==> config.mk <==
export PLATFORM = sky130hd
export DESIGN_NAME = serial_tx_arbiter
export DESIGN_NICKNAME = d
export VERILOG_FILES = /design/src/rtl/serial_tx_arbiter.sv
export SDC_FILE = /design/constraint.sdc
export NUM_CORES = 1
export LEC_CHECK = 0
export ABC_CLOCK_PERIOD_IN_PS = 3300
export BUFFER_PORTS_ARGS = -buffer_cell sky130_fd_sc_hd__buf_2
export CORE_MARGIN = 2
export CORE_UTILIZATION = 35
export CTS_BUF_LIST = sky130_fd_sc_hd__clkbuf_4
export DETAILED_ROUTE_END_ITERATION = 8
export PLACE_DENSITY_LB_ADDON = 0.05
export SLEW_MARGIN = 20
export SYNTH_ARGS = -nofsm -noshare
export SYNTH_HDL_FRONTEND = slang
export SYNTH_SLANG_ARGS = --single-unit
==> constraint.sdc <==
create_clock -name clk -period 3.3 [get_ports clk]
set_input_delay 0.66 -clock clk [delete_from_list [all_inputs] [get_ports clk]]
set_output_delay 0.66 -clock clk [all_outputs]
set_load 0.05 [all_outputs]
==> src/rtl/serial_tx_arbiter.sv <==
// serial_tx_arbiter: round-robin arbiter in front of one LSB-first
// parallel-to-serial shift engine shared by NUM_REQ requesters.
// Optional feature macro: SERIAL_PARITY_EN appends an even-parity bit to
// every frame (FRAME_LEN = WIDTH+1); undefined gives FRAME_LEN = WIDTH.
module serial_tx_arbiter #(
  parameter int NUM_REQ = 4,
  parameter int WIDTH   = 4
) (
  input  logic                       clk,
  input  logic                       reset,
  input  logic [NUM_REQ-1:0]         req_valid_i,
  input  logic [NUM_REQ*WIDTH-1:0]   req_data_i,
  output logic [NUM_REQ-1:0]         req_ready_o,
  output logic                       serial_o,
  output logic                       valid_o,
  output logic [$clog2(NUM_REQ)-1:0] gnt_id_o,
  output logic                       busy_o
);

`ifdef SERIAL_PARITY_EN
  localparam int FRAME_LEN = WIDTH + 1;
`else
  localparam int FRAME_LEN = WIDTH;
`endif
  localparam int IW = $clog2(NUM_REQ);
  localparam int CW = $clog2(FRAME_LEN);
  localparam logic [CW-1:0] LAST_BIT = CW'(FRAME_LEN - 1);
  localparam logic [IW-1:0] LAST_REQ = IW'(NUM_REQ - 1);

  typedef enum logic {S_IDLE, S_SHIFT} state_t;

  state_t               r_state;
  logic [FRAME_LEN-1:0] r_shift;   // bits still to send after the one on serial_o
  logic [CW-1:0]        r_cnt;     // index of the bit currently on serial_o
  logic [IW-1:0]        r_ptr;     // round-robin search start
  logic                 r_serial;
  logic                 r_valid;
  logic                 r_busy;
  logic [IW-1:0]        r_gnt;

  logic                 w_window;
  logic                 w_found;
  logic                 w_xfer;
  logic [IW-1:0]        w_gnt;
  logic [IW-1:0]        w_ptr_next;
  logic [WIDTH-1:0]     w_word;
  logic [FRAME_LEN-1:0] w_frame;

  // A new word may be accepted while idle or during the final bit of a frame.
  assign w_window = (r_state == S_IDLE) || (r_cnt == LAST_BIT);

  // Round-robin pick: first valid at or above r_ptr, else first valid below it.
  always_comb begin
    // NOTE: every output of a combinational block gets a default first so no
    // path leaves it unassigned and no latch is inferred.
    w_found = 1'b0;
    w_gnt   = '0;
    for (int j = 0; j < NUM_REQ; j++) begin
      if (!w_found && req_valid_i[j] && (IW'(j) >= r_ptr)) begin
        w_found = 1'b1;
        w_gnt   = IW'(j);
      end
    end
    for (int j = 0; j < NUM_REQ; j++) begin
      if (!w_found && req_valid_i[j]) begin
        w_found = 1'b1;
        w_gnt   = IW'(j);
      end
    end
  end

  // Select the granted requester's word.
  always_comb begin
    w_word = '0;
    for (int j = 0; j < NUM_REQ; j++) begin
      if (IW'(j) == w_gnt) w_word = req_data_i[j*WIDTH +: WIDTH];
    end
  end

`ifdef SERIAL_PARITY_EN
  assign w_frame = {^w_word, w_word};
`else
  assign w_frame = w_word;
`endif

  assign w_xfer     = !reset && w_window && w_found;
  assign w_ptr_next = (w_gnt == LAST_REQ) ? '0 : w_gnt + 1'b1;

  // One-hot accept toward the granted requester, only inside an accept window.
  always_comb begin
    req_ready_o = '0;
    if (w_xfer) req_ready_o[w_gnt] = 1'b1;
  end

  // FSM, shift engine, arbitration pointer and registered outputs.
  always_ff @(posedge clk or posedge reset) begin
    // NOTE: non-blocking assignments so every register here samples the
    // pre-edge values of the others, independent of statement order.
    if (reset) begin
      r_state  <= S_IDLE;
      r_shift  <= '0;
      r_cnt    <= '0;
      r_ptr    <= '0;
      r_serial <= 1'b0;
      r_valid  <= 1'b0;
      r_busy   <= 1'b0;
      r_gnt    <= '0;
    end else if (w_xfer) begin
      r_state  <= S_SHIFT;
      r_serial <= w_frame[0];
      r_shift  <= w_frame >> 1;
      r_cnt    <= '0;
      r_valid  <= 1'b1;
      r_busy   <= 1'b1;
      r_gnt    <= w_gnt;
      r_ptr    <= w_ptr_next;
    end else if (r_state == S_SHIFT) begin
      if (r_cnt == LAST_BIT) begin
        r_state  <= S_IDLE;
        r_serial <= 1'b0;
        r_valid  <= 1'b0;
        r_busy   <= 1'b0;
        r_cnt    <= '0;
      end else begin
        r_serial <= r_shift[0];
        r_shift  <= r_shift >> 1;
        r_cnt    <= r_cnt + 1'b1;
      end
    end
  end

  assign serial_o = r_serial;
  assign valid_o  = r_valid;
  assign busy_o   = r_busy;
  assign gnt_id_o = r_gnt;

endmodule
==> summary.md, run 1 <==
| Metric | Value |
|---|---|
| FP Rows | `17` |
| Worst Path Arrival | `2190 ps` |
| Filler cell count | `236` |
| Avg WL per Cell | `12.3 um` |
| Reg area | `300 um^2` |
| Ant diodes | `0` |
| DRT Pass-1 Iters | `4` |
| Commonest non-fill, non-tap cells in the layout | `30 x buf_2, 12 x a21oi_1, 12 x dfrtp_1, 10 x inv_1, 8 x nor2_1` |
| Fin. max-slew vios | `0` |
| Die Width | `53.6 um` |
| Share of cells above drive strength 1 | `31.3%` |
| Skew final | `10.2 ps` |
| Sink Count | `12` |
| TritonCTS clock tree | `yes` |
| Hold Vio Cnt, Final | `0` |
| Synth Cell Area | `860 um^2` |
| Max-cap check violation count | `0` |
| Unrepaired setup endpoints after global routing | `no` |
| Final nets | `156` |
| Via Count | `778` |
| CTS Hold Bufs | `0` |
| Cells after Synth | `99` |
| Flops & latches, synth | `12` |
| Worst hold path type | `primary input to async pin` |
| Fin crit period | `2850 ps` |
| Clk slew on worst S/H paths | `80 ps` |
| Drt via density | `4.99` |
| Mean Syn Cell Area | `8.68 um^2` |
| Reg2Reg Setup Slack | `990 ps` |
| Antenna-violating nets left | `0` |
| Critical path capture point type | `primary output` |
| Multi-input logic area | `484 um^2` |
| Tcrit/Tclk final | `86.5%` |
| Area Growth Syn to Fin | `21.1%` |
| Remaining Overflow, GRT | `0` |
| Worst Path Required | `2640 ps` |
| First-pass GRT wire length | `3.14 mm` |
| Io pins | `31` |
| Synth cell types | `30` |
| Crit path kind | `primary input to primary output` |
| Starting DRC count in detailed routing | `15` |
| Initial core utilization | `37.8%` |
| PostCTS Resize Cnt | `0` |
| H-tree levels | `1` |
| Status | `complete, no violations` |
| Yosys Warn Count | `0` |
| Setup-failing EPs final | `0` |
| Finished Cell Area | `1040 um^2` |
| CORE AREA | `2280 um^2` |
| DP Area | `1010 um^2` |
| Clk_lat worst skew | `270 ps` |
| Setup bufs post-CTS | `0` |
| CP startpoint kind | `primary input` |
| PwrDens | `854 nW/um^2` |
| Final wirelength | `1.92 mm` |
| DRC Markers | `0` |
| Number of global-route vias before repair | `760` |
| Die Y | `53.6 um` |
| Die area | `2870 um^2` |
| Clock tree buffer depth | `2` |
| PortBufs | `30` |
| Fin Setup TNS | `0 ps` |
| Worst Path Max Fanout | `9` |
| Slew Limit Headroom | `54.1%` |
| DP Wirelength | `1.52 mm` |
| Initial antenna violation count | `0` |
| Post-Synthesis Net Count | `126` |
| Total CTS buffers | `3` |
| Seq/Total Area, Yosys | `34.9%` |
| Gr usage total | `15.4%` |
| Placer Congestion | `0.763` |
| Largest net degree at the start of global routing | `13` |
| Pleak | `0.513 nW` |
| Fmax | `350 MHz` |
| Clk root buf | `clkbuf_4` |
| Worst Max-Slew Pin Slew | `684 ps` |
| Peak VDD IR | `0.569 mV` |
| Commonest non-fill, non-tap cell in the layout | `buf_2` |
through the flow:
step | std cells | setup slack (ps) | utilization (%) | power [W] | hold slack [ps]
floorplan | 99 | 645 | - | 0.000684 | 450
global placement | 152 | 462 | 44.6 | 0.000799 | 474
detailed placement | 152 | 430 | 44.6 | 0.000802 | 478
CTS | 156 | 427 | 45.7 | 0.000898 | 445
global route | 156 | 230 | 45.7 | 0.000971 | 467
finish | 156 | 446 | 45.7 | 0.000889 | 429
synthesized netlist by cell type, drive strengths merged:
| cell type | number | share of area (%) |
|---|---|---|
| o21ai | 9 | 5.2 |
| nor4 | 1 | 2.5 |
| o22ai | 2 | 1.5 |
| nor2 | 8 | 3.5 |
| a221oi | 4 | 5.5 |
| nor3b | 2 | 1.7 |
| a21oi | 12 | 7.0 |
| and2 | 4 | 2.9 |
| nand2b | 4 | 2.9 |
| ha | 5 | 7.3 |
| or2 | 1 | 0.73 |
| mux2i | 1 | 1.2 |
| nor3 | 2 | 1.7 |
| a2111oi | 1 | 1.7 |
| nor2b | 2 | 1.5 |
| inv | 10 | 4.4 |
| buf | 5 | 3.8 |
| mux2 | 2 | 2.6 |
| a211oi | 2 | 2.3 |
| dfrtp | 12 | 35 |
| nand2 | 7 | 3.1 |
| a31oi | 2 | 1.5 |
| clkbuf | 1 | 0.58 |
kinds of logic (layout without fill, tap and decap cells):
kind of cell,Yosys count,in the layout,synth area share [%]
simple gates,31,31,20.5
buf+inv,16,45,8.73
fa+ha+maj,5,5,7.28
flops,12,12,34.9
compound gates,32,32,24.7
mux,3,3,3.78
power by group:
group	total, W	internal [W]	leakage [nW]	switching (W)
sequential	0.000264	0.000215	0.143	0.0000489
clock	0.0000927	0.0000437	0.0154	0.0000490
combinational	0.000532	0.000181	0.354	0.000351
total	0.000889	0.000440	0.513	0.000449
flip-flops by register name, summed over array words and instances, names as in the netlist:
name	cells
busy_o	1
gnt_id_o	2
serial_o	1
r_state	1
r_cnt	2
r_shift	3
r_ptr	2
worst max-delay path: stages:
cell,delay (ps)
buf_2,130
a21oi_1,140
nor3b_1,60
nor3_1,370
ha_1,400
and2_1,170
buf_2,260
final timing paths:
check / depth (start not counted) / start / end
hold / removal: 2 / reset / gnt_id_o[1]
setup / recovery: 7 / req_valid_i[0] / req_ready_o[2]
min in group clk: 2 / r_shift[1] / r_shift[0]
max in group asynchronous: 2 / reset / r_cnt[1]
hold reg to reg: 2 / r_shift[1] / r_shift[0]
setup reg to reg: 9 / r_ptr[0] / serial_o
cell type report:
| cell class | count | share of cell area (%) |
|---|---|---|
| clock buffers | 3 | 2.16 |
| well taps | 28 | 3.37 |
| flip-flops and latches | 12 | 28.8 |
| repair buffers | 31 | 15.1 |
| multi-input cells | 71 | 46.5 |
| clock inverters | 1 | 0.361 |
| inverters | 10 | 3.61 |
layer usage:
layer / wire (um) / vias to the layer above / global-route usage [%]
li1: - / 403 / -
met4: 9 / 0 / 3.85
met1: 908 / 358 / 17.6
met3: 102 / 2 / 5.56
met5: 0 / - / 0
met2: 897 / 15 / 27.0
No activity file was read; power rests on OpenSTA's default activity.
==> inputs of run 2 (changes only) <==
--- a/config.mk
+++ b/config.mk
@@ -5,6 +5,7 @@
 export SDC_FILE = /design/constraint.sdc
 export NUM_CORES = 1
 export LEC_CHECK = 0
+export ABC_AREA = 1
 export ABC_CLOCK_PERIOD_IN_PS = 3300
 export BUFFER_PORTS_ARGS = -buffer_cell sky130_fd_sc_hd__buf_2
 export CORE_MARGIN = 2
==> summary.md, run 2 <==
| Metric | Value |
|---|---|
| Peak per-stage delay on the critical path | `400 ps (about the same)` |
| Skew final | `0.797 ps (-9.36 ps)` |
| Sw Ratio | `53.1% (+2.7 points)` |
| Pleak | `0.616 nW (+20%)` |
| Seq/Total Area, Yosys | `33.7% (-1.2 points)` |
| CP startpoint kind | `primary input` |
| Crit path launch | `req_valid_i[0]` |
| First-pass GRT wire length | `3.29 mm (+4.8%)` |
| Setup-failing EPs final | `0 (unchanged)` |
| Worst hold path type | `primary input to async pin` |
| Clk_lat worst skew | `270 ps (about the same)` |
| Die Width | `54.5 um (+1.7%)` |
| Fin Setup TNS | `0 ps (unchanged)` |
| Gr usage total | `15.4% (about the same)` |
| Most flops, register | `r_shift` |
| Max reg flops | `3 (unchanged)` |
| Gate power share | `62.8% (+3.0 points)` |
| Top-count cell post-synth | `nand2_1` |
| Main flop type after synthesis | `dfrtp_1` |
| Placer Congestion | `0.861 (+13%)` |
| Final wirelength | `1.98 mm (+3.2%)` |
| PwrDens | `851 nW/um^2 (-0.31%)` |
| Die area | `2960 um^2 (+3.4%)` |
| Unrepaired setup endpoints after global routing | `no` |
| Die Y | `54.5 um (+1.7%)` |
| Cell chain of the critical path | `buf_2 -> nand2_1 -> nand2_1 -> nand2_2 -> nand3_1 -> o21ai_1 -> ha_1 -> inv_1 -> nor2_1 -> buf_2` |
| Crit path kind | `primary input to primary output` |
| PortBufs | `30 (unchanged)` |
| Antenna-violating nets left | `0 (unchanged)` |
| Critical path capture point type | `primary output` |
| FP Rows | `18 (+1)` |
| PostCTS Resize Cnt | `0 (unchanged)` |
| Commonest non-fill, non-tap cell in the layout | `nand2_1` |
| Clock tree buffer depth | `2 (unchanged)` |
| Yosys Warn Count | `0 (unchanged)` |
| Area Growth Syn to Fin | `20.5%` |
| Clk root buf | `clkbuf_4` |
| CORE AREA | `2450 um^2 (+7.9%)` |
| Cells after Synth | `129 (+30%)` |
| Synth Cell Area | `891 um^2 (+3.6%)` |
| Total CTS buffers | `3 (unchanged)` |
| Number of global-route vias before repair | `780 (+2.6%)` |
| Clock share of power | `9.7% (-0.7 points)` |
| Initial antenna violation count | `0 (unchanged)` |
| Fin crit period | `2940 ps (+82.3 ps)` |
| Worst Max-Slew Pin Slew | `457 ps (-227 ps)` |
| Fmax | `341 MHz (-2.8%)` |
| Worst Path Max Fanout | `8 (-1)` |
| Flops & latches, synth | `12 (unchanged)` |
| Share of cells above drive strength 1 | `25.0% (-6.3 points)` |
| Sink Count | `12 (unchanged)` |
| Async S/R FF share, synth | `100% (unchanged)` |
| DP Wirelength | `1.58 mm (+4.3%)` |
| Tcrit/Tclk final | `89.0% (+2.5 points)` |
| DRC Markers | `0 (unchanged)` |
| Synth top area share | `33.7% (-1.2 points)` |
| Remaining Overflow, GRT | `0 (unchanged)` |
| Non-filler cells, final | `190 (+22%)` |
| Clk slew on worst S/H paths | `70 ps (about the same)` |
| Io pins | `31 (unchanged)` |
| Peak VDD IR | `0.536 mV (-5.8%)` |
| Synth top area cells | `dfrtp_1 34%, nand2_1 19%, nand3_1 8.4%` |
| Placed cells | `186 (+22%)` |
| Initial core utilization | `36.3% (-1.5 points)` |
| Slew Limit Headroom | `69.5% (+15 points)` |
| Starting DRC count in detailed routing | `20 (+5)` |
| Net Switching | `0.000485 W (+8.2%)` |
| Ant diodes | `0 (unchanged)` |
| Commonest non-fill, non-tap cells in the layout | `45 x nand2_1, 30 x buf_2, 16 x inv_1, 15 x nand3_1, 14 x nor2_1` |
| Setup bufs post-CTS | `0 (unchanged)` |
| Final nets | `188 (+21%)` |
| Worst Path Required | `2640 ps (about the same)` |
| CP max stage cell | `ha_1` |
| Synth cell types | `20 (-33%)` |
| Pint | `0.000428 W (-2.7%)` |
| Post-synth top cells | `45 x nand2_1, 16 x inv_1, 15 x nand3_1` |
| Flop pwr share | `27.5% (-2.2 points)` |
| Fin. max-slew vios | `0 (unchanged)` |
| Worst Path Arrival | `2280 ps (+90 ps)` |
| Mean Syn Cell Area | `6.91 um^2 (-20%)` |
| Avg WL per Cell | `10.4 um (-15%)` |
| CTS Hold Bufs | `0 (unchanged)` |
| Via Count | `872 (+12%)` |
| Hold Vio Cnt, Final | `0 (unchanged)` |
| Max-cap check violation count | `0 (unchanged)` |
| Startpoint of the worst-slack reg-to-reg timing path | `r_ptr[1]` |
| Area leader, netlist | `dfrtp_1` |
| Status | `complete, no violations` |
| H-tree levels | `1 (unchanged)` |
| Post-Synthesis Net Count | `156 (+24%)` |
| DRT Pass-1 Iters | `4 (unchanged)` |
| TritonCTS clock tree | `yes` |
| Drt via density | `4.59 (-8.0%)` |
| Post-synth EDFFs | `0 (unchanged)` |
| Largest net degree at the start of global routing | `19 (+6)` |
run 2: cell types whose count changed in the layout (fill, tap and decap cells not counted), sizes merged, moves of 5 or more:
cell,delta
nand2,+40
o21ai,-5
nor2,+7
nand3,+16
inv,+7
run 2: final cells by class:
class | instances | area (um^2)
clock buffers | 3 | 22.5
clock inverters | 1 | 3.75
fillers | 279 | 1380
inverters | 17 | 63.8
multi-input cells | 97 | 495
flip-flops and latches | 12 | 300
well taps | 30 | 37.5
repair buffers | 30 | 150
run 2: logic make-up (layout without fill, tap and decap cells):
family,after synthesis,count (layout),synth area share (%)
AO/OA/AOI/OAI,12,12,8.00
adder cells (fa/ha/maj),5,5,7.02
buffers and inverters,20,51,10.7
flip-flops,12,12,33.7
multiplexers,1,1,1.12
AND/OR/NAND/NOR,79,79,39.5
run 2: critical path: cells and delay by family:
family	cells	cell delay (ps)
AO/OA/AOI/OAI	1	330
AND/OR/NAND/NOR	5	430
buffers and inverters	3	440
adder cells (fa/ha/maj)	1	400
run 2: through the flow:
step | cell area, um^2 | setup WS [ps] | hold WS (ps) | util [%] | total power, W
after floorplan | 891 | 317 | 466 | - | 0.000724
after global placement | 1050 | 413 | 466 | 42.7 | 0.000824
after detailed placement | 1050 | 359 | 466 | 42.7 | 0.000832
after CTS | 1070 | 359 | 414 | 43.7 | 0.000926
after global routing | 1070 | 191 | 427 | 43.7 | 0.00102
final | 1070 | 363 | 408 | 43.7 | 0.000914
run 2: path summary, 6_finish.rpt:
| kind | end | slack (ps) | cells past startpoint |
|---|---|---|---|
| setup / recovery | req_ready_o[3] | 360 | 10 |
| hold / removal | r_shift[0] | 410 | 2 |
| setup reg to reg | serial_o | 1080 | 15 |
| hold reg to reg | gnt_id_o[0] | 490 | 2 |
| max in group asynchronous | r_state | 2580 | 2 |
| min in group clk | gnt_id_o[0] | 490 | 2 |
run 2: routing by layer:
| metal | vias to the layer above | wire [um] | track usage (%) |
|---|---|---|---|
| li1 | 468 | - | - |
| met3 | 2 | 87 | 4.10 |
| met2 | 15 | 941 | 26.3 |
| met5 | - | 0 | 0 |
| met1 | 387 | 942 | 19.6 |
| met4 | 0 | 7 | 2.50 |
run 2: power groups by stage:
stage	Sequential (W)	Clock, W	Combinational [W]
global placement	0.000254	0	0.000570
CTS	0.000252	0.0000940	0.000580
floorplan	0.000323	0	0.000401
detailed placement	0.000255	0	0.000577
finish	0.000251	0.0000887	0.000574
global route	0.000262	0.000103	0.000653
==> inputs of run 3 (changes only) <==
--- a/config.mk
+++ b/config.mk
@@ -6,7 +6,7 @@
 export NUM_CORES = 1
 export LEC_CHECK = 0
 export ABC_AREA = 1
-export ABC_CLOCK_PERIOD_IN_PS = 3300
+export ABC_CLOCK_PERIOD_IN_PS = 2900
 export BUFFER_PORTS_ARGS = -buffer_cell sky130_fd_sc_hd__buf_2
 export CORE_MARGIN = 2
 export CORE_UTILIZATION = 35
==> constraint.sdc (replaced) <==
create_clock -name clk -period 2.9 [get_ports clk]
set_input_delay 0.58 -clock clk [delete_from_list [all_inputs] [get_ports clk]]
set_output_delay 0.58 -clock clk [all_outputs]
set_load 0.05 [all_outputs]
==> summary.md, run 3 (synthesis results as in run 2) <==
| Metric | Value |
|---|---|
| Via Count | `870 (-0.23%)` |
| Status | `complete, no violations` |
| H-tree levels | `1 (unchanged)` |
| Io pins | `31 (unchanged)` |
| Largest net degree at the start of global routing | `19 (unchanged)` |
| Crit path launch | `r_ptr[0]` |
| Die Y | `54.5 um (unchanged)` |
| Max-cap check violation count | `0 (unchanged)` |
| Min Hold Slack | `323 ps (-84.8 ps)` |
| Setup bufs post-CTS | `0 (unchanged)` |
| Peak VDD IR | `0.665 mV (+24%)` |
| CTS Hold Bufs | `0 (unchanged)` |
| Fin crit period | `2710 ps` |
| Tcrit/Tclk final | `93.4%` |
| PostCTS Resize Cnt | `0 (unchanged)` |
| CORE AREA | `2450 um^2 (unchanged)` |
| Clock tree buffer depth | `2 (unchanged)` |
| Fmax | `369 MHz` |
| Setup-failing EPs final | `0 (unchanged)` |
| Antenna-violating nets left | `0 (unchanged)` |
| Ant diodes | `0 (unchanged)` |
| Worst R2R Path Depth | `17 (+2)` |
| First-pass GRT wire length | `3.12 mm (-5.3%)` |
| Worst Path Required | `2320 ps (-320 ps)` |
| Clk_lat worst skew | `270 ps (about the same)` |
| Total CTS buffers | `3 (unchanged)` |
| Fin. max-slew vios | `0 (unchanged)` |
| Sink Count | `12 (unchanged)` |
| DP Wirelength | `1.53 mm (-3.5%)` |
| Worst hold path type | `primary input to async pin` |
| TritonCTS clock tree | `yes` |
| Final nets | `189 (+0.53%)` |
| Startpoint of the worst-slack reg-to-reg timing path | `r_ptr[0]` |
| Number of global-route vias before repair | `733 (-6.0%)` |
| Setup crit end | `req_ready_o[2]` |
| DRC Markers | `0 (unchanged)` |
| Worst Path Arrival | `2130 ps (-150 ps)` |
| Max reg flops | `3 (unchanged)` |
| Pleak | `0.622 nW (+0.97%)` |
| CP startpoint kind | `register` |
| FP Rows | `18 (unchanged)` |
| Worst Path Max Fanout | `5 (-3)` |
| Most flops, register | `r_shift` |
| Placer Congestion | `0.786 (-8.7%)` |
| Die Width | `54.5 um (unchanged)` |
| Final wirelength | `1.92 mm (-2.9%)` |
| DRT Pass-1 Iters | `4 (unchanged)` |
| Commonest non-fill, non-tap cells in the layout | `45 x nand2_1, 29 x buf_2, 16 x inv_1, 15 x nand3_1, 14 x nor2_1` |
| Reg2Reg Setup Slack | `840 ps (-240 ps)` |
| Hold Vio Cnt, Final | `0 (unchanged)` |
| Skew final | `9.98 ps (+9.18 ps)` |
| Fin Setup TNS | `0 ps (unchanged)` |
| Unrepaired setup endpoints after global routing | `no` |
| Gr usage total | `14.7% (-0.66 points)` |
| Clk root buf | `clkbuf_4` |
| Critical path capture point type | `primary output` |
| Avg WL per Cell | `10.1 um (-3.4%)` |
| Remaining Overflow, GRT | `0 (unchanged)` |
| Commonest non-fill, non-tap cell in the layout | `nand2_1` |
| Drt via density | `4.55 (-0.75%)` |
| PwrDens | `962 nW/um^2 (+13%)` |
| Share of cells above drive strength 1 | `26.1% (+1.1 points)` |
| Worst r2r dst | `serial_o` |
| Clk slew on worst S/H paths | `80 ps (about the same)` |
| Starting DRC count in detailed routing | `8 (-60%)` |
| Slew Limit Headroom | `69.6% (+0.073 points)` |
| Area Growth Syn to Fin | `22.1%` |
| Worst Max-Slew Pin Slew | `456 ps (-1.09 ps)` |
| PortBufs | `30 (unchanged)` |
| Crit path kind | `register to primary output` |
| Die area | `2960 um^2 (unchanged)` |
| Initial core utilization | `36.3% (unchanged)` |
| Initial antenna violation count | `0 (unchanged)` |
## run 3: changes by cell type in the layout (fill, tap and decap cells not counted), sizes merged
| cell | before | now |
|---|---|---|
| clkbuf | 3 | 4 |
## run 3: critical path: stages, from the launching register on
cell and delay, ps:
dfrtp_1 390, inv_1 60, nand2_1 50, nand2_1 70, nand2_2 100, nand3_1 110
nand2_1 60, a21oi_1 250, ha_1 300, inv_1 120, nor2_1 100, buf_2 260
## run 3: worst min-delay path by stage
stage / startpoint / endpoint / slack, ps / depth (start not counted)
finish: reset / r_shift[2] / 320 / 2
global route: reset / r_shift[2] / 350 / 2
CTS: reset / r_shift[1] / 330 / 2
detailed placement: gnt_id_o[0] / gnt_id_o[0] / 460 / 2
global placement: gnt_id_o[0] / gnt_id_o[0] / 470 / 2
floorplan: reset / busy_o / 440 / 1
## run 3: cell type report
cell class | count | area, um^2
Timing Repair Buffer | 31 | 160
Fill cell | 263 | 1370
Tap cell | 30 | 37.5
Multi-Input combinational cell | 97 | 499
Sequential cell | 12 | 300
Inverter | 17 | 63.8
Clock inverter | 1 | 3.75
Clock buffer | 3 | 22.5
## run 3: routing by layer
| layer | global-route usage (%) | share of wire [%] | vias up |
|---|---|---|---|
| met5 | 0 | 0 | - |
| met4 | 1.25 | 0.62 | 0 |
| met3 | 4.10 | 3.9 | 2 |
| met2 | 23.5 | 46 | 15 |
| met1 | 20.5 | 49 | 386 |
| li1 | - | - | 467 |
## run 3: power by group
part           internal, W  switching (W)
logic             0.000199       0.000457
registers         0.000244      0.0000432
clock network    0.0000497      0.0000542
total             0.000492       0.000554
## run 3: through the flow
step                      power, W  instances  worst slack (ps)  util (%)  instance area [um^2]
after detailed placement  0.000946        187               210      43.0                  1050
after global placement    0.000944        187               239      43.0                  1050
final                      0.00105        191               192      44.3                  1090
after global routing       0.00117        191              17.4      44.3                  1090
after CTS                  0.00106        191               164      44.0                  1080
after floorplan           0.000824        129              77.0         -                   891
